--- src/rtl/mc_ctrl.sv ---
// rtl/mc_ctrl.sv - multi-cycle control FSM sequencing PC, IR and single-cycle datapath units
module mc_ctrl #(
  parameter int CNT_W        = 32,
  parameter bit UNDEF_AS_NOP = 1'b1
) (
  input  logic             clk,
  input  logic             reset,
  input  logic [5:0]       op,
  input  logic [5:0]       funct,
  input  logic             zero,
  output logic             pc_we,
  output logic [1:0]       npc_sel,
  output logic             ir_we,
  output logic             reg_we,
  output logic [1:0]       reg_dst,
  output logic [1:0]       wd_sel,
  output logic             alu_src,
  output logic [2:0]       alu_op,
  output logic             ext_op,
  output logic             mem_we,
  output logic [2:0]       state,
  output logic [CNT_W-1:0] retired
);

  typedef enum logic [2:0] {
    FETCH  = 3'd0,
    DECODE = 3'd1,
    EXEC   = 3'd2,
    MEM    = 3'd3,
    WB     = 3'd4,
    TRAP   = 3'd7
  } state_t;

  localparam logic [2:0] ALU_ADD = 3'b000;
  localparam logic [2:0] ALU_SUB = 3'b001;
  localparam logic [2:0] ALU_OR  = 3'b010;
  localparam logic [2:0] ALU_LUI = 3'b011;

  state_t cur, nxt;
  logic   retire;

  logic is_r, i_addu, i_subu, i_jr, i_ori, i_lui, i_lw, i_sw, i_beq, i_j, i_jal, defined;

  always_comb begin
    is_r    = (op == 6'b000000);
    i_addu  = is_r && (funct == 6'b100001);
    i_subu  = is_r && (funct == 6'b100011);
    i_jr    = is_r && (funct == 6'b001000);
    i_ori   = (op == 6'b001101);
    i_lui   = (op == 6'b001111);
    i_lw    = (op == 6'b100011);
    i_sw    = (op == 6'b101011);
    i_beq   = (op == 6'b000100);
    i_j     = (op == 6'b000010);
    i_jal   = (op == 6'b000011);
    defined = i_addu | i_subu | i_jr | i_ori | i_lui | i_lw | i_sw | i_beq | i_j | i_jal;
  end

  always_ff @(posedge clk) begin
    if (reset) begin
      cur     <= FETCH;
      retired <= '0;
    end else begin
      cur <= nxt;
      if (retire) retired <= retired + CNT_W'(1);
    end
  end

  always_comb begin
    nxt    = cur;
    retire = 1'b0;
    case (cur)
      FETCH: nxt = DECODE;
      DECODE: begin
        if (i_j || i_jal || i_jr) begin
          retire = 1'b1;
          nxt    = FETCH;
        end else if (!defined) begin
          retire = UNDEF_AS_NOP;
          nxt    = UNDEF_AS_NOP ? FETCH : TRAP;
        end else begin
          nxt = EXEC;
        end
      end
      EXEC: begin
        if (i_beq) begin
          retire = 1'b1;
          nxt    = FETCH;
        end else if (i_lw || i_sw) begin
          nxt = MEM;
        end else begin
          nxt = WB;
        end
      end
      MEM: begin
        if (i_sw) begin
          retire = 1'b1;
          nxt    = FETCH;
        end else begin
          nxt = WB;
        end
      end
      WB: begin
        retire = 1'b1;
        nxt    = FETCH;
      end
      TRAP:    nxt = TRAP;
      default: nxt = FETCH;
    endcase
  end

  always_comb begin
    pc_we   = 1'b0;
    npc_sel = 2'b00;
    ir_we   = 1'b0;
    reg_we  = 1'b0;
    reg_dst = 2'b00;
    wd_sel  = 2'b00;
    alu_src = 1'b0;
    alu_op  = ALU_ADD;
    ext_op  = 1'b0;
    mem_we  = 1'b0;
    if (!reset) begin
      // ALU/EXT selects stay valid through WB because the datapath units are not registered
      if (cur == EXEC || cur == MEM || cur == WB) begin
        if (i_subu || i_beq) alu_op = ALU_SUB;
        else if (i_ori)      alu_op = ALU_OR;
        else if (i_lui)      alu_op = ALU_LUI;
        else                 alu_op = ALU_ADD;
        alu_src = i_ori | i_lui | i_lw | i_sw;
        ext_op  = i_lw | i_sw | i_beq;
      end
      case (cur)
        FETCH: begin
          ir_we = 1'b1;
          pc_we = 1'b1;
        end
        DECODE: begin
          if (i_j || i_jal) begin
            pc_we   = 1'b1;
            npc_sel = 2'b10;
          end
          if (i_jal) begin
            reg_we  = 1'b1;
            reg_dst = 2'b10;
            wd_sel  = 2'b10;
          end
          if (i_jr) begin
            pc_we   = 1'b1;
            npc_sel = 2'b11;
          end
        end
        EXEC: begin
          if (i_beq) begin
            pc_we   = zero;
            npc_sel = 2'b01;
          end
        end
        MEM: mem_we = i_sw;
        WB: begin
          reg_we  = 1'b1;
          reg_dst = (i_addu || i_subu) ? 2'b01 : 2'b00;
          wd_sel  = i_lw ? 2'b01 : 2'b00;
        end
        default: ;
      endcase
    end
  end

  assign state = cur;

endmodule

--- config.mk ---
export PLATFORM = sky130hd
export DESIGN_NAME = mc_ctrl
export DESIGN_NICKNAME = d
export VERILOG_FILES = /design/src/rtl/mc_ctrl.sv
export SDC_FILE = /design/constraint.sdc
export NUM_CORES = 1
export LEC_CHECK = 0
export CAP_MARGIN = 15
export CORE_MARGIN = 3
export CORE_UTILIZATION = 40
export CTS_CLUSTER_DIAMETER = 200
export DETAILED_ROUTE_END_ITERATION = 8
export PLACE_DENSITY = 0.68
export SLEW_MARGIN = 25
export SYNTH_ARGS = -nofsm -noshare
export SYNTH_HDL_FRONTEND = slang
export SYNTH_SLANG_ARGS = --single-unit
export TNS_END_PERCENT = 50
--- constraint.sdc ---
create_clock -name clk -period 2.1 [get_ports clk]
set_input_delay 0.42 -clock clk [delete_from_list [all_inputs] [get_ports clk]]
set_output_delay 0.42 -clock clk [all_outputs]
set_load 0.005 [all_outputs]
# ---- Yosys cells after proc, flatten, opt, wreduce, memory -nomap -nowiden
# Index checks and enable logic that the tools add are counted.
dict set report op_classes {
  addsub 1
  mul 0
  div 0
  magnitude_cmp 0
  n_eq_ne 15
  shift 0
  muxes 44
  bitwise_logic 14
  reduce_logical 12
}
# op n
set op_table {}
lappend op_table {{32-bit by 1-bit adder with 32-bit output (second input constant)} 1}
lappend op_table {{2-bit 2-to-1 mux} 13}
lappend op_table {{6-bit == test (second input constant)} 4}
lappend op_table {{1-bit 2-to-1 mux} 21}
lappend op_table {{6-bit by 4-bit == test with 1-bit output (second input constant)} 3}
lappend op_table {{3-bit one-hot mux with 5 select lines} 1}
lappend op_table {{1-bit OR} 14}
lappend op_table {{6-bit by 2-bit == test with 1-bit output (second input constant)} 2}
lappend op_table {{2-bit one-hot mux with 2 select lines} 3}
lappend op_table {{3-bit 2-to-1 mux} 3}
lappend op_table {{1-bit logical OR} 7}
lappend op_table {{3-bit by 2-bit == test with 1-bit output (second input constant)} 2}
lappend op_table {{3-bit == test (second input constant)} 2}
lappend op_table {{6-bit by 3-bit == test with 1-bit output (second input constant)} 1}
lappend op_table {{6-bit logical NOT} 1}
lappend op_table {{1-bit one-hot mux with 4 select lines} 1}
lappend op_table {{3-bit by 1-bit == test with 1-bit output (second input constant)} 1}
lappend op_table {{1-bit logical AND} 3}
lappend op_table {{3-bit logical NOT} 1}
lappend op_table {{1-bit one-hot mux with 3 select lines} 1}
lappend op_table {{1-bit one-hot mux with 2 select lines} 1}
dict set report totals {
  regBits 35
  latch_bits 0
  ram_bits 0
  romBits 0
  output_inout_bits 50
  word_cells 88
  mem_count 0
}

# ---- Depth between registers and ports, before layout
# Gate-level depths: netlist of the first run.
dict set report logic_depth {
  ltp_word 14
  mapped_depth 8
  depth_no_buf 6
}

# ---- Worst setup path before layout of the first run
# OpenSTA, ideal clock, no wires.
dict set report synth_timing {
  kind {input to output}
  start {in reset}
  end {out reg_we}
  arrival_ps 1464
  slack_ps 216
  stages 6
  cell_sequence {clkbuf_1 > clkbuf_1 > clkbuf_1 > nor2_1 > nand3_1 > o21ai_0}
}
dict set report synth_via {
  elab_chain_cells 1
}
# item line_no
set synth_lines {}
lappend synth_lines {{from (decl)} 7} ;# input logic reset,
lappend synth_lines {{1-bit 2-to-1 mux} 123} ;# if (!reset) begin
lappend synth_lines {{to (decl)} 14} ;# output logic reg_we,
# No other way between the ends.

# ---- Worst setup path in the final report of the first run
dict set report layout_timing {
  start {in funct[0]}
  end {out npc_sel[0]}
}
dict set report layout_via {
  elab_chain_cells 5
}
# item line_no
set layout_lines {}
lappend layout_lines {{from (decl)} 9} ;# input logic [5:0] funct,
lappend layout_lines {{6-bit by 4-bit == test with 1-bit output} 48} ;# i_jr = is_r && (funct == 6'b001000);
lappend layout_lines {{1-bit logical AND} 48}
lappend layout_lines {{2-bit 2-to-1 mux} 148} ;# if (i_jr) begin
lappend layout_lines {{2-bit one-hot mux with 2 select lines} 133} ;# case (cur)
lappend layout_lines {{2-bit 2-to-1 mux} 123}
lappend layout_lines {{to (decl)} 12} ;# output logic [1:0] npc_sel,
# No other way between the ends.

==> flow_metrics.env, run 1 <==
export IMPL_dp_hpwl_um=4790
export IMPL_outcome="finished, final reports clean"
export IMPL_syn_inst=305
export IMPL_synth_area_leaders="dfxtp_1 28%, mux2_1 8.1%, nor2b_1 7.8%"
export IMPL_drv_slew=0
export IMPL_utilization_pct=60.4
export IMPL_drv_cap=0
export IMPL_gp_congestion=0.776
export IMPL_syn_to_final_growth_pct=45.1
export IMPL_vias_per_cell=5.33
export IMPL_synth_fp_nets=321
export IMPL_ys_seq_elements=35
export IMPL_gr_usage_met1_pct=22.7
export IMPL_die_x_um=84.9
export IMPL_tightest_slew_ns=0.514
export IMPL_hold_slack_ns=0.536
export IMPL_min_period_ns=2.04
export IMPL_yosysMostFrequentCell="nor2_1"
export IMPL_synth_cell_types=43
export IMPL_nNetsFinal=423
export IMPL_hold_path_class="flip-flop to flip-flop"
export IMPL_multi_input_area_um2=1730
export IMPL_dp_slack_ns=-0.644
export IMPL_critPathMaxFanout=2
export IMPL_coreArea_um2=5990
export IMPL_wl_per_cell_um=13.5
export IMPL_synth_async_sr_flop_share_pct=0
export IMPL_diodes=0
export IMPL_drc=0
export IMPL_synth_avg_cell_area_um2=8.17
export IMPL_antenna_found_initial=0
export IMPL_clkTransAtPathRegs_ns=0.08
export IMPL_cts_htree_levels=2
export IMPL_placed_area_um2=3440
export IMPL_max_freq_ghz=0.490
export IMPL_ys_flop_type="dfxtp_1"
export IMPL_pin_count=65
export IMPL_grt_use_met2_pct=31.8
export IMPL_dieArea_um2=7210
export IMPL_top_usage_layer="met2"
export IMPL_vias=2572
export IMPL_cpPeakStageDelay_ns=0.31
export IMPL_grt_first_pass_wirelength_um=11000
export IMPL_use_met3_pct=3.98
export IMPL_fin_ws_ns=0.0599
export IMPL_synth_edf_count=0
export IMPL_cts_buffers=5
export IMPL_drive_gt1_share_pct=30.6
export IMPL_start_util_pct=41.6
export IMPL_detail_route_wirelength_um=6520
export IMPL_crit_arrival_ns=1.62
export IMPL_maxSlewHeadroom_pct=65.7
export IMPL_grt_pass1_vias=2415
export IMPL_final_area_um2=3620
export IMPL_cts_root_buf="clkbuf_8"
export IMPL_synth_top_area_cell="dfxtp_1"
export IMPL_drt_iter0_markers=152
export IMPL_cp_end_kind="output pin"
export IMPL_grt_max_degree=55
export IMPL_crit_chain="dlygate4sd2_1 > nor4b_4 > nand3_2 > nor3_2 > a31oi_1 > nor3_1 > buf_2"
export IMPL_crit_type="input pin to output pin"
export IMPL_slowest_stage="nor4b_4"
export IMPL_ir_worst_vdd_uv=231
export IMPL_yosys_warnings=0
export IMPL_finClkSkew_ns=0.00715
export IMPL_grt_use_total_pct=18.2
export IMPL_antenna_left=0
export IMPL_clock_latency_ns=0.29
export IMPL_cts_buffer_depth=2
export IMPL_numPortBuffers=63
export IMPL_overflow=0
export IMPL_timing_final_crit_share_pct=97.1
export IMPL_core_rowCount=28
export IMPL_yosysSeqAreaShare_pct=28.1
export IMPL_setup_viol=0
export IMPL_nFillCells=529
export IMPL_first_pass_iters=4
export IMPL_clock_sinks=35
export IMPL_synth_top_area_share_pct=28.1
export IMPL_power_density_nw_per_um2=412
export IMPL_cp_required_ns=1.68
export IMPL_die_y_um=84.9
export IMPL_startpoint_type="input pin"
export IMPL_hold_violations=0
export IMPL_synth_common_cells="45 x nor2_1, 35 x dfxtp_1, 31 x nor2b_1, 24 x nand3_1"
export IMPL_rsz0062_at_grt="yes"
export IMPL_p_leak_nw=1.51
export IMPL_cts_tree="built"
export IMPL_synth_area_um2=2490
export IMPL_register_area_um2=703
[state kept, by name (all words and copies together), names as in the netlist]
signal,flops
retired,32
state,3
[worst max-delay path: cells and delay by family]
kind | cells | cell delay [ns]
compound gates | 1 | 0.06
buf+inv | 2 | 0.41
simple gates | 4 | 0.74
[power by group]
part	internal, mW	switching, mW	leakage (nW)
registers	0.669	0.00714	0.283
clock network	0.353	0.254	0.0581
logic	0.0965	0.112	1.17
total	1.12	0.373	1.51
[cells by family (layout without fill, tap and decap cells)]
| kind of cell | after synthesis | after routing | share of synthesized area, % |
|---|---|---|---|
| flops | 35 | 35 | 28.1 |
| other cells | 1 | 1 | 0.150 |
| buf+inv | 22 | 125 | 5.12 |
| simple gates | 167 | 167 | 38.2 |
| mux | 30 | 30 | 13.9 |
| compound gates | 49 | 49 | 14.1 |
| fa+ha+maj | 1 | 1 | 0.502 |
[layer usage]
layer / routed length [um] / vias to the layer above / part of all wire, %
met1: 2850 / 1204 / 44
met3: 369 / 7 / 5.7
li1: - / 1292 / -
met2: 3220 / 69 / 49
met5: 0 / - / 0
met4: 79 / 0 / 1.2
[cell type report]
| class | count | area share [%] |
|---|---|---|
| clock buffers | 5 | 1.90 |
| clock inverters | 3 | 1.21 |
| inverters | 3 | 0.311 |
| multi-input cells | 248 | 47.9 |
| flip-flops and latches | 35 | 19.4 |
| well taps | 75 | 2.59 |
| repair buffers | 114 | 26.6 |
[worst paths after layout]
kind                   start     endpoint  slack, ns  cells past startpoint
setup / recovery    funct[0]   npc_sel[0]       0.06                      7
hold / removal    retired[1]   retired[1]       0.54                      2
setup reg to reg    state[0]  retired[22]       0.15                      7
hold reg to reg   retired[1]   retired[1]       0.54                      2
[cell usage in the layout, fill, tap and decap left out, types with 2 or more instances in the layout]
master	count
nor3_1	5
nor2_1	44
nor3_2	5
and4_1	2
inv_1	2
clkbuf_8	5
dlygate4sd2_1	9
dfxtp_2	2
a21oi_2	18
and2_1	2
and3_1	8
a21o_1	2
clkbuf_2	6
nand2_1	11
a31oi_1	2
a21oi_1	11
nand4_1	14
nor2b_1	31
o21ai_1	4
clkdlybuf4s15_1	3
mux2_4	2
o21ai_0	4
mux2_1	18
nor4_1	3
nand4_4	2
clkdlybuf4s50_1	36
nand2b_1	3
and3b_1	2
buf_2	7
buf_12	2
nor4_4	3
buf_4	49
mux2_2	10
nand3_1	23
dfxtp_1	33
[repair_timing]
action,in CTS,in global routing
resized for setup,59,24
hold buffers,0,0
gates cloned,0,0
buffers inserted,6,2
setup endpoints to repair,45,25
pin swaps,13,8
[stage by stage]
stage | instances | setup TNS (ns) | power, mW
after detailed placement | 467 | -21.04 | 0.897
final | 483 | 0 | 1.49
after global placement | 467 | -19.23 | 0.893
after floorplan | 305 | 0 | 0.790
after CTS | 481 | -0.105 | 1.51
after global routing | 483 | -0.127 | 1.55
Note: power is estimated with default switching activity, not from simulation.
==> inputs of run 2 (changes only) <==
GPL_TIMING_DRIVEN = 1   (was unset)
PLACE_DENSITY = 0.8   (was 0.68)
==> run 2 against run 1 <==
  * Largest cell class unchanged
  * Combinational power up 11%
  * Sequential cell count is the same
  * Sequential power is essentially flat
  * First-iteration DRC count fell by 7.2%
  * Count of clock-buffer cells in the layout is 1 higher
  * Wire length rose by 13%
  * The run now ends with setup timing left
  * Core utilization rose by 1.7 points
==> flow_metrics.env, run 2 (same netlist as run 1, synthesis figures left out) <==
export IMPL_core_rowCount=28
export IMPL_crit_arrival_ns=1.69
export IMPL_min_period_ns=2.11
export IMPL_pin_count=65
export IMPL_violations="setup timing"
export IMPL_drc=0
export IMPL_cpPeakStageDelay_ns=0.29
export IMPL_cp_end_kind="output pin"
export IMPL_utilization_pct=62.1
export IMPL_antenna_left=0
export IMPL_cts_root_buf="clkbuf_8"
export IMPL_mostFrequentLayoutCells="51 x buf_4, 44 x nor2_1, 36 x clkdlybuf4s50_1, 31 x nor2b_1, 31 x dfxtp_1"
export IMPL_syn_to_final_growth_pct=49.2
export IMPL_fin_ws_ns=-0.00542
export IMPL_detail_route_wirelength_um=7360
export IMPL_grt_use_total_pct=20.4
export IMPL_final_common_cell="buf_4"
export IMPL_clkTransAtPathRegs_ns=0.07
export IMPL_cp_num_cells=9
export IMPL_cts_buffer_depth=2
export IMPL_crit_type="input pin to output pin"
export IMPL_coreArea_um2=5990
export IMPL_worst_hold_path_num_cells=2
export IMPL_drv_slew=0
export IMPL_critPathMaxFanout=3
export IMPL_cp_required_ns=1.68
export IMPL_wl_per_cell_um=15.2
export IMPL_clock_sinks=35
export IMPL_start_util_pct=41.6
export IMPL_p_leak_nw=1.54
export IMPL_r2r_cells=7
export IMPL_ir_worst_vdd_uv=284
export IMPL_drv_cap=0
export IMPL_drive_gt1_share_pct=32.9
export IMPL_cts_tree="built"
export IMPL_crit_chain="buf_6 > nor4_4 > buf_4 > nand3_2 > buf_6 > nor3_4 > a31oi_1 > nor3_1 > buf_2"
export IMPL_clock_latency_ns=0.29
export IMPL_gp_congestion=0.845
export IMPL_finClkSkew_ns=0.00447
export IMPL_grt_pass1_vias=2650
export IMPL_largest_reg_flops=32
export IMPL_dieArea_um2=7210
export IMPL_cp_common_cell="buf_6"
export IMPL_dp_hpwl_um=5130
export IMPL_nNetsFinal=425
export IMPL_timing_final_crit_share_pct=100
export IMPL_nFillCells=518
export IMPL_cts_buffers=5
export IMPL_startpoint_type="input pin"
export IMPL_path_buf_inv=4
export IMPL_drt_iter0_markers=141
export IMPL_first_pass_iters=4
export IMPL_setup_viol=1
export IMPL_diodes=0
export IMPL_dp_cells=467
export IMPL_grt_max_degree=36
export IMPL_die_x_um=84.9
export IMPL_slowest_stage="nor4_4"
export IMPL_hold_violations=0
export IMPL_finalNonFillerCells=485
export IMPL_cts_hold_buf=0
export IMPL_rsz0062_at_grt="yes"
export IMPL_vias_per_cell=5.44
export IMPL_hold_path_class="flip-flop to flip-flop"
export IMPL_overflow=0
export IMPL_cts_htree_levels=2
export IMPL_vias=2637
export IMPL_max_freq_ghz=0.475
export IMPL_die_y_um=84.9
export IMPL_numPortBuffers=63
export IMPL_regMostFlops="retired"
export IMPL_antenna_found_initial=0
export IMPL_critical_path_top_delay_family="simple AND/OR/NAND/NOR gates"
export IMPL_power_density_nw_per_um2=414
export IMPL_outcome="finished with violations"
export IMPL_grt_first_pass_wirelength_um=12300
export IMPL_rrSetupSlack_ns=0.13
-- run 2: metrics by stage --
step	total power, mW	hold WS (ns)	setup slack (ns)	TNS [ns]	area, um2
after CTS	1.54	0.546	-0.0897	-0.0897	3660
after detailed placement	0.903	0.543	-0.684	-22.27	3440
after floorplan	0.790	0.497	0.216	0	2490
after global routing	1.60	0.572	-0.0444	-0.0958	3720
after global placement	0.896	0.515	-0.618	-19.88	3440
final	1.54	0.550	-0.00542	-0.00542	3720
-- run 2: worst paths after layout --
check                                 from         end
worst min-delay path            retired[1]  retired[1]
worst max-delay path                 op[3]  npc_sel[0]
worst min register to register  retired[1]  retired[1]
worst max register to register    state[1]  retired[6]
-- run 2: cell type report --
class                      count  area (um2)  area share [%]
multi-input combinational    248        1780            48.0
timing repair buffer         116        1000            26.9
sequential                    35         711            19.1
tap                           75        93.8            2.52
clock buffer                   6        82.6            2.22
clock inverter                 2        35.0           0.942
inverter                       3        11.3           0.303
-- run 2: power by group --
group | internal, mW | total, mW | leakage (nW) | switching, mW
sequential | 0.667 | 0.675 | 0.285 | 0.00780
clock | 0.384 | 0.634 | 0.0612 | 0.250
combinational | 0.108 | 0.230 | 1.19 | 0.122
total | 1.16 | 1.54 | 1.54 | 0.380
-- run 2: layer usage --
| layer | part of all wire (%) | GRT usage (%) | wire length, um | up-vias |
|---|---|---|---|---|
| met2 | 52 | 36.4 | 3820 | 81 |
| met5 | 0 | 0 | 0 | - |
| met1 | 41 | 24.2 | 3020 | 1248 |
| li1 | - | - | - | 1300 |
| met4 | 1.1 | 6.19 | 82 | 0 |
| met3 | 6.0 | 4.95 | 444 | 8 |
-- run 2: worst min-delay path, stage by stage, from the launching register on --
cell     delay [ns]
dfxtp_1        0.35
nand3_1        0.09
a21oi_1        0.06
-- run 2: repair_timing --
action	in CTS	in global routing
setup buffers	5	5
setup endpoints to repair	44	18
hold endpoints to repair	0	0
pin swaps	11	13
gates resized for setup	75	27
==> inputs of run 3 (changes only) <==
PLACE_DENSITY = 0.82   (was 0.8)
clock period = 1.7 ns   (was 2.1 ns; I/O delays follow)
==> run 3 against run 2 <==
  * Cell count increased by 9.1%
  * Critical endpoint is now alu_op[0]
  * Sequential power increased by 23%
  * Core utilization increased by 15 points
  * Die area unchanged
  * Largest cell class unchanged
  * The flow still finishes with violations (setup timing)
  * Largest power group unchanged
  * Sequential share of layout area decreased by 3.4 points
  * Highest routed layer unchanged
  * Clock power increased by 27%
  * First-iteration DRC count increased to 2.6 times the previous value
==> flow_metrics.env, run 3 (same netlist as run 1, synthesis figures left out) <==
export IMPL_cp_required_ns=1.36
export IMPL_clock_latency_ns=0.30
export IMPL_wl_per_cell_um=19.8
export IMPL_utilization_pct=76.7
export IMPL_largest_reg_flops=32
export IMPL_clock_sinks=35
export IMPL_internal_power_mw=1.51
export IMPL_cts_root_buf="clkbuf_8"
export IMPL_startpoint_type="input pin"
export IMPL_nNetsFinal=469
export IMPL_pin_count=65
export IMPL_start_util_pct=41.6
export IMPL_cts_buffers=5
export IMPL_first_pass_iters=4
export IMPL_p_sw_mw=0.551
export IMPL_dp_cells=489
export IMPL_min_period_ns=1.93
export IMPL_rsz0062_at_grt="yes"
export IMPL_ir_worst_vdd_uv=408
export IMPL_grt_pass1_vias=2972
export IMPL_crit_arrival_ns=1.59
export IMPL_cts_tree="built"
export IMPL_placed_area_um2=3630
export IMPL_drc=0
export IMPL_final_common_cell="buf_4"
export IMPL_power_density_nw_per_um2=450
export IMPL_timing_final_crit_share_pct=114
export IMPL_p_leak_nw=1.90
export IMPL_tightest_slew_ns=0.630
export IMPL_clkTransAtPathRegs_ns=0.07
export IMPL_syn_to_final_growth_pct=84.3
export IMPL_hold_path_class="flip-flop to flip-flop"
export IMPL_die_x_um=84.9
export IMPL_detail_route_wirelength_um=10500
export IMPL_finClkSkew_ns=0.00775
export IMPL_coreArea_um2=5990
export IMPL_overflow=0
export IMPL_critPathMaxFanout=5
export IMPL_seqPwrFrac_pct=40.3
export IMPL_dieArea_um2=7210
export IMPL_p_sw_share_pct=26.7
export IMPL_regMostFlops="retired"
export IMPL_comb_power_share_pct=20.7
export IMPL_slowest_stage="nor4_4"
export IMPL_crit_chain="buf_8 > nor4_4 > buf_4 > nand4_4 > buf_6 > inv_2 > a32oi_2 > nor2_2 > buf_2"
export IMPL_outcome="finished with violations"
export IMPL_drive_gt1_share_pct=52.9
export IMPL_path_buf_inv=5
export IMPL_crit_type="input pin to output pin"
export IMPL_cpPeakStageDelay_ns=0.36
export IMPL_vias_per_cell=5.89
export IMPL_violations="setup timing"
export IMPL_mostFrequentLayoutCells="72 x buf_4, 38 x nor2_1, 34 x clkdlybuf4s50_1, 31 x nor2b_1, 23 x dfxtp_1"
export IMPL_core_rowCount=28
export IMPL_numPortBuffers=63
export IMPL_cts_htree_levels=2
export IMPL_cp_end_kind="output pin"
export IMPL_drv_cap=0
export IMPL_maxSlewHeadroom_pct=58.0
export IMPL_finalNonFillerCells=529
export IMPL_drt_iter0_markers=361
export IMPL_drv_slew=0
export IMPL_cts_buffer_depth=2
export IMPL_p_clk_share_pct=39.1
export IMPL_dp_slack_ns=-0.908
export IMPL_die_y_um=84.9
export IMPL_grt_use_total_pct=24.3
export IMPL_dp_hpwl_um=5190
export IMPL_antenna_found_initial=0
export IMPL_diodes=0
export IMPL_cts_hold_buf=0
export IMPL_max_freq_ghz=0.518
export IMPL_setup_viol=43
export IMPL_hold_violations=0
export IMPL_grt_max_degree=65
export IMPL_fin_ws_ns=-0.231
export IMPL_gp_congestion=0.839
export IMPL_grt_first_pass_wirelength_um=14400
export IMPL_critical_path_top_delay_family="buffers and inverters"
export IMPL_vias=3117
export IMPL_final_area_um2=4590
export IMPL_antenna_left=0
run 3: cell count changes in the layout (fill, tap and decap cells not counted), sizes merged:
cell,change
buf,+58
dlygate4sd2,-6
clkbuf,-4
clkdlybuf4s15,-2
clkdlybuf4s50,-2
run 3: final timing paths:
| path | from | to | slack (ns) | cells past startpoint |
|---|---|---|---|---|
| setup / recovery | op[5] | alu_op[0] | -0.23 | 9 |
| hold / removal | retired[30] | retired[30] | 0.61 | 2 |
| setup reg to reg | retired[9] | retired[19] | -0.23 | 7 |
| hold reg to reg | retired[30] | retired[30] | 0.61 | 2 |
run 3: layout make-up:
class / instances / area (um2)
fillers: 361 / 1400
clock inverters: 2 / 35.0
well taps: 75 / 93.8
flip-flops and latches: 35 / 723
multi-input cells: 248 / 2150
inverters: 3 / 11.3
repair buffers: 160 / 1500
clock buffers: 6 / 82.6
run 3: what timing repair did:
action                     CTS  global route
buffers inserted            20             9
gates cloned                 3             2
setup endpoints to repair   49            48
resized for setup          189            61
pin swaps                   23            24
run 3: worst register-to-register path: cells and delay by family, from the launching register on:
family	cells	cell delay (ns)
compound gates	1	0.15
buf+inv	2	0.38
flops	1	0.35
mux	1	0.34
simple gates	3	0.60
run 3: per-stage QoR:
step / TNS [ns] / hold slack, ns / power [mW]
2_1_floorplan: -0.953 / 0.497 / 0.984
3_3_place_gp: -31.52 / 0.550 / 1.11
3_5_place_dp: -32.59 / 0.570 / 1.12
4_1_cts: -2.99 / 0.588 / 1.99
5_1_grt: -8.49 / 0.622 / 2.12
6_report: -5.54 / 0.607 / 2.06
run 3: power groups by stage:
stage | combinational [mW] | sequential (mW) | clock [mW]
6_report | 0.427 | 0.831 | 0.807
5_1_grt | 0.451 | 0.832 | 0.840
4_1_cts | 0.367 | 0.830 | 0.792
3_5_place_dp | 0.270 | 0.853 | 0
3_3_place_gp | 0.262 | 0.853 | 0
2_1_floorplan | 0.132 | 0.851 | 0
run 3: per-layer routing:
metal | routed length, um | share of wire [%] | vias up | global-route usage (%)
met3 | 626 | 6.0 | 64 | 4.56
met1 | 3740 | 36 | 1519 | 27.3
met5 | 0 | 0 | - | 0
met2 | 5460 | 52 | 149 | 44.3
met4 | 646 | 6.2 | 0 | 10.9
li1 | - | - | 1385 | -
==> RTL change 1 (settings of run 3) <==
The parameter `CNT_W` goes from 32 to 40.
--- a/src/rtl/mc_ctrl.sv
+++ b/src/rtl/mc_ctrl.sv
@@ -2,3 +2,3 @@
 module mc_ctrl #(
-  parameter int CNT_W        = 32,
+  parameter int CNT_W        = 40,
   parameter bit UNDEF_AS_NOP = 1'b1
Ports: changed (resized retired); port bits go from 65 to 73. The function was not compared with the original's and may differ.
==> RTL change 1 against run 3 <==
  * Routed wire length increased by 55%
  * The run ends with design-rule violations, negative setup slack left
  * Critical endpoint is now retired[26]$_SDFFE_PP0P_
  * Non-clock buffer count up 55
  * Area after synthesis rose by 21%
  * Final area increased by 27%
  * Worst setup slack lost 0.26 ns
  * Sequential cell count is 8 higher
  * Sequential power up 23%
  * Largest cell class unchanged
  * Critical path depth rose by 2
  * Total power rose by 11%
==> RTL change 1: results <==
[outcome]
status = complete, but fails checks
violations = design-rule violations, negative setup slack

[drt]
dr_total_vias = 4262
wl_met2_um = 7522
drtIter0Drc = 517
drc = 2
drt-met1-wl_um = 6056
wl_per_cell_um = 24.88

[timing]
fin_setup_tns_ns = -17.71
slew_headroom_pct = 45.45
setup_slack_ns = -0.4950
finalSetupViolCount = 55

[finish]
n_all_buffers = 215
clk_share_pct = 1.712
nMultiInputCombCells = 287
sh_seq_area_pct = 15.17
drive_above_1_share_pct = 54.30
largest_reg_flops = 40
nNetsFinal = 573
inverters = 5
final.clkbuf_count = 8
multi_input_area_mm2 = 0.002694

[global_routing]
grt_pass1_vias = 4055
track_usage_pct = 31.77
grt_pass1_wl_um = 21650

[worst_setup_path]
rr_endpoint = retired[26]$_SDFFE_PP0P_
critical-path-max-stage-delay_ns = 0.34
worst_path_max_delay_cell = mux2_4
arrival_ns = 2.39
rr_worst_depth = 9

[yosys]
seq_area_frac_synth_pct = 28.62
syn-num-nets = 382
synth.distinct_cells = 50
synth_area_leaders = dfxtp_1 (29%), mux2_1 (8.2%), nor2b_1 (8.1%), nor2_1 (6.2%), mux2_2 (5.6%)
synth-seq-cells = 43

[placed_design]
gp_congestion = 0.9005

[hold_path]
hp-start = retired[31]$_SDFFE_PP0P_
hold_end = retired[31]$_SDFFE_PP0P_

[pwr]
vdd_ir_drop_max_mv = 0.3727
==> RTL change 1: worst max-delay path by stage <==
stage | endpoint | cells after the start
after CTS | retired[26]$_SDFFE_PP0P_ | 11
after detailed placement | pc_we | 7
after global placement | pc_we | 7
final | retired[26]$_SDFFE_PP0P_ | 11
after global routing | retired[0]$_SDFFE_PP0P_ | 10
after floorplan | retired[38]$_SDFFE_PP0P_ | 7
==> RTL change 1: cell families (layout without fill, tap and decap cells) <==
group,count (synthesis),after routing,share of synthesized area [%]
muxes,38,38,14.35
DFF,43,43,28.62
adders and majority gates,1,1,0.4159
buffers and inverters,36,228,6.115
and+or+nand+nor,183,183,33.98
other,1,1,0.1247
AOI/OAI and AO/OA,64,64,16.39
==> RTL change 1: tightest hold or removal path, stage by stage, from the launching register on <==
cell and delay (ns):
dfxtp_1 0.34, nor2_1 0.10, mux2_2 0.15
==> RTL change 1: stage by stage <==
step / instances / cell area, um2 / setup WS (ns) / hold slack, ns / power [mW]
floorplan: 366 / 3107 / -0.3258 / 0.4963 / 1.189
global placement: 596 / 4511 / -0.9963 / 0.5599 / 1.314
detailed placement: 596 / 4511 / -1.173 / 0.5765 / 1.322
CTS: 645 / 5489 / -0.3858 / 0.5945 / 2.184
global route: 654 / 5847 / -0.5187 / 0.6608 / 2.334
finish: 654 / 5847 / -0.4950 / 0.6232 / 2.286
==> RTL change 1: metal layers <==
metal / vias up / track usage (%)
met5: - / 0
met4: 0 / 12.33
met3: 118 / 7.149
met2: 399 / 52.87
met1: 2038 / 39.90
li1: 1707 / -
==> RTL change 1: what timing repair did <==
action	CTS	global route
gates cloned	8	0
pin swaps	41	35
setup endpoints to repair	59	60
buffers inserted	35	16
gates resized for setup	208	84
==> RTL change 2 (config.mk and constraints of run 3) <==
Made on the original files. Add an input register stage for `op`, `funct` and `zero`, with the module's reset; this delays them by one clock.
--- a/src/rtl/mc_ctrl.sv
+++ b/src/rtl/mc_ctrl.sv
@@ -38,2 +38,18 @@
 
+  logic [5:0] op_q;
+  logic [5:0] funct_q;
+  logic zero_q;
+
+  always_ff @(posedge clk) begin
+    if (reset) begin
+      op_q    <= '0;
+      funct_q <= '0;
+      zero_q  <= '0;
+    end else begin
+      op_q    <= op;
+      funct_q <= funct;
+      zero_q  <= zero;
+    end
+  end
+
   state_t cur, nxt;
@@ -44,13 +60,13 @@
   always_comb begin
-    is_r    = (op == 6'b000000);
-    i_addu  = is_r && (funct == 6'b100001);
-    i_subu  = is_r && (funct == 6'b100011);
-    i_jr    = is_r && (funct == 6'b001000);
-    i_ori   = (op == 6'b001101);
-    i_lui   = (op == 6'b001111);
-    i_lw    = (op == 6'b100011);
-    i_sw    = (op == 6'b101011);
-    i_beq   = (op == 6'b000100);
-    i_j     = (op == 6'b000010);
-    i_jal   = (op == 6'b000011);
+    is_r    = (op_q == 6'b000000);
+    i_addu  = is_r && (funct_q == 6'b100001);
+    i_subu  = is_r && (funct_q == 6'b100011);
+    i_jr    = is_r && (funct_q == 6'b001000);
+    i_ori   = (op_q == 6'b001101);
+    i_lui   = (op_q == 6'b001111);
+    i_lw    = (op_q == 6'b100011);
+    i_sw    = (op_q == 6'b101011);
+    i_beq   = (op_q == 6'b000100);
+    i_j     = (op_q == 6'b000010);
+    i_jal   = (op_q == 6'b000011);
     defined = i_addu | i_subu | i_jr | i_ori | i_lui | i_lw | i_sw | i_beq | i_j | i_jal;
@@ -154,3 +170,3 @@
           if (i_beq) begin
-            pc_we   = zero;
+            pc_we   = zero_q;
             npc_sel = 2'b01;
Formal check against the unedited RTL: not equivalent (Yosys sat finds a counterexample within 4 cycles, from zero or initial values and one cycle with reset high).
==> RTL change 2 against run 3 <==
  * The flow still finishes with violations (negative setup slack)
  * Global-route usage down 0.72 points
  * Clock power is 10% lower
  * Sequential cell count up 13
  * Cell count is 2.3% lower
  * Synthesized cell count decreased by 0.98%
  * Worst hold slack lost 0.092 ns
  * Area after synthesis shrank 2.4%
  * Worst setup slack worse by 0.44 ns
  * Largest cell class unchanged
  * Fmax is 18% lower
  * Total power increased by 16%
  * Critical endpoint is now retired[26]$_SDFFE_PP0P_
  * Routed wire length grew 4.4%
  * Combinational power up 18%
  * Critical path type is now reg2reg
  * Final area is 5.3% lower
==> RTL change 2: results <==
[outcome]
status = complete, but fails checks
violations = negative setup slack

[placed_design]
placed_area_mm2 = 0.003665
post-dp-hpwl_um = 5430
gp_congestion = 0.9258

[yosys]
synth_compound_area_share_pct = 19.24
synth.distinct_cells = 49
syn-num-nets = 318
seq_area_frac_synth_pct = 39.51
synth_area_leaders = dfxtp_1 (40%), a21oi_1 (7.0%), or3_1 (5.9%), o21ai_0 (5.3%), nor2b_1 (4.1%)
synthXorXnorAreaFrac_pct = 0.3601
yosys.area_share.adder_pct = 0.5144
synth_commonest_cells = dfxtp_1 (48), a21oi_1 (34), o21ai_0 (26)
synthMuxAreaShare_pct = 0.8745

[pwr]
powerComb_uw = 505
power_switching_uw = 682.6
seq_cell_power_mw = 1.17
p_leak_nw = 1.675
pg_clk_uw = 723

[finish]
drive_above_1_share_pct = 44.04
nNetsFinal = 460

[global_routing]
track_usage_pct = 23.60
grt_use_met1_pct = 27.27
use_met2_pct = 42.44
grt_max_degree = 35
grt_pass1_wl_um = 13850
grtUsageMet3_pct = 4.344

[drt]
viasPerCell = 6.429
wl_met3_um = 917
wl_met2_um = 5338
drt_first_pass_iters = 5
drt-met1-wl_um = 3991

[worst_setup_path]
path_max_fanout = 6
worst_path_max_delay_cell = or4_4
crit_family = simple AND/OR/NAND/NOR gates
startpoint = op_q[0]$_SDFF_PP0_
critical-path-max-stage-delay_ns = 0.44
critPathCapture = retired[26]$_SDFFE_PP0P_

[timing]
finalSetupViolCount = 47
worst_hold_slack_ns = 0.5151
fin_setup_tns_ns = -24.54
setup_slack_ns = -0.6683

[hold_path]
hold_end = retired[24]$_SDFFE_PP0P_
hp-start = retired[24]$_SDFFE_PP0P_

[clock_tree]
clk_latency_ns = 0.32
post-cts-setup-buffer-count = 6
path_clk_slew_ns = 0.10
## RTL change 2: worst min-delay path: stages, from the launching register on
cell and delay [ns]:
dfxtp_2 0.37, o21ai_4 0.07, a21oi_2 0.05
## RTL change 2: logic make-up after synthesis
kind of cell	count (synthesis)
DFF	48
adders and majority gates	1
muxes	2
buffers and inverters	24
xor gates and xnor gates	1
and+or+nand+nor	145
AOI/OAI and AO/OA	80
other	1
## RTL change 2: per-stage QoR
step	worst slack [ns]	util, %	cells
after CTS	-0.6209	69.47	508
after global placement	-0.6152	64.19	492
after floorplan	-0.5802	-	302
after detailed placement	-0.6614	64.19	492
after global routing	-0.7566	76.16	517
final	-0.6683	76.16	517
## RTL change 2: final cells by class
| cell class | count | area [um2] |
|---|---|---|
| clock inverter | 2 | 16.27 |
| clock buffer | 6 | 72.57 |
| tap | 72 | 90.09 |
| sequential | 48 | 979.7 |
| inverter | 2 | 7.507 |
| multi-input combinational | 233 | 1790 |
| fill | 336 | 1361 |
| timing repair buffer | 154 | 1391 |
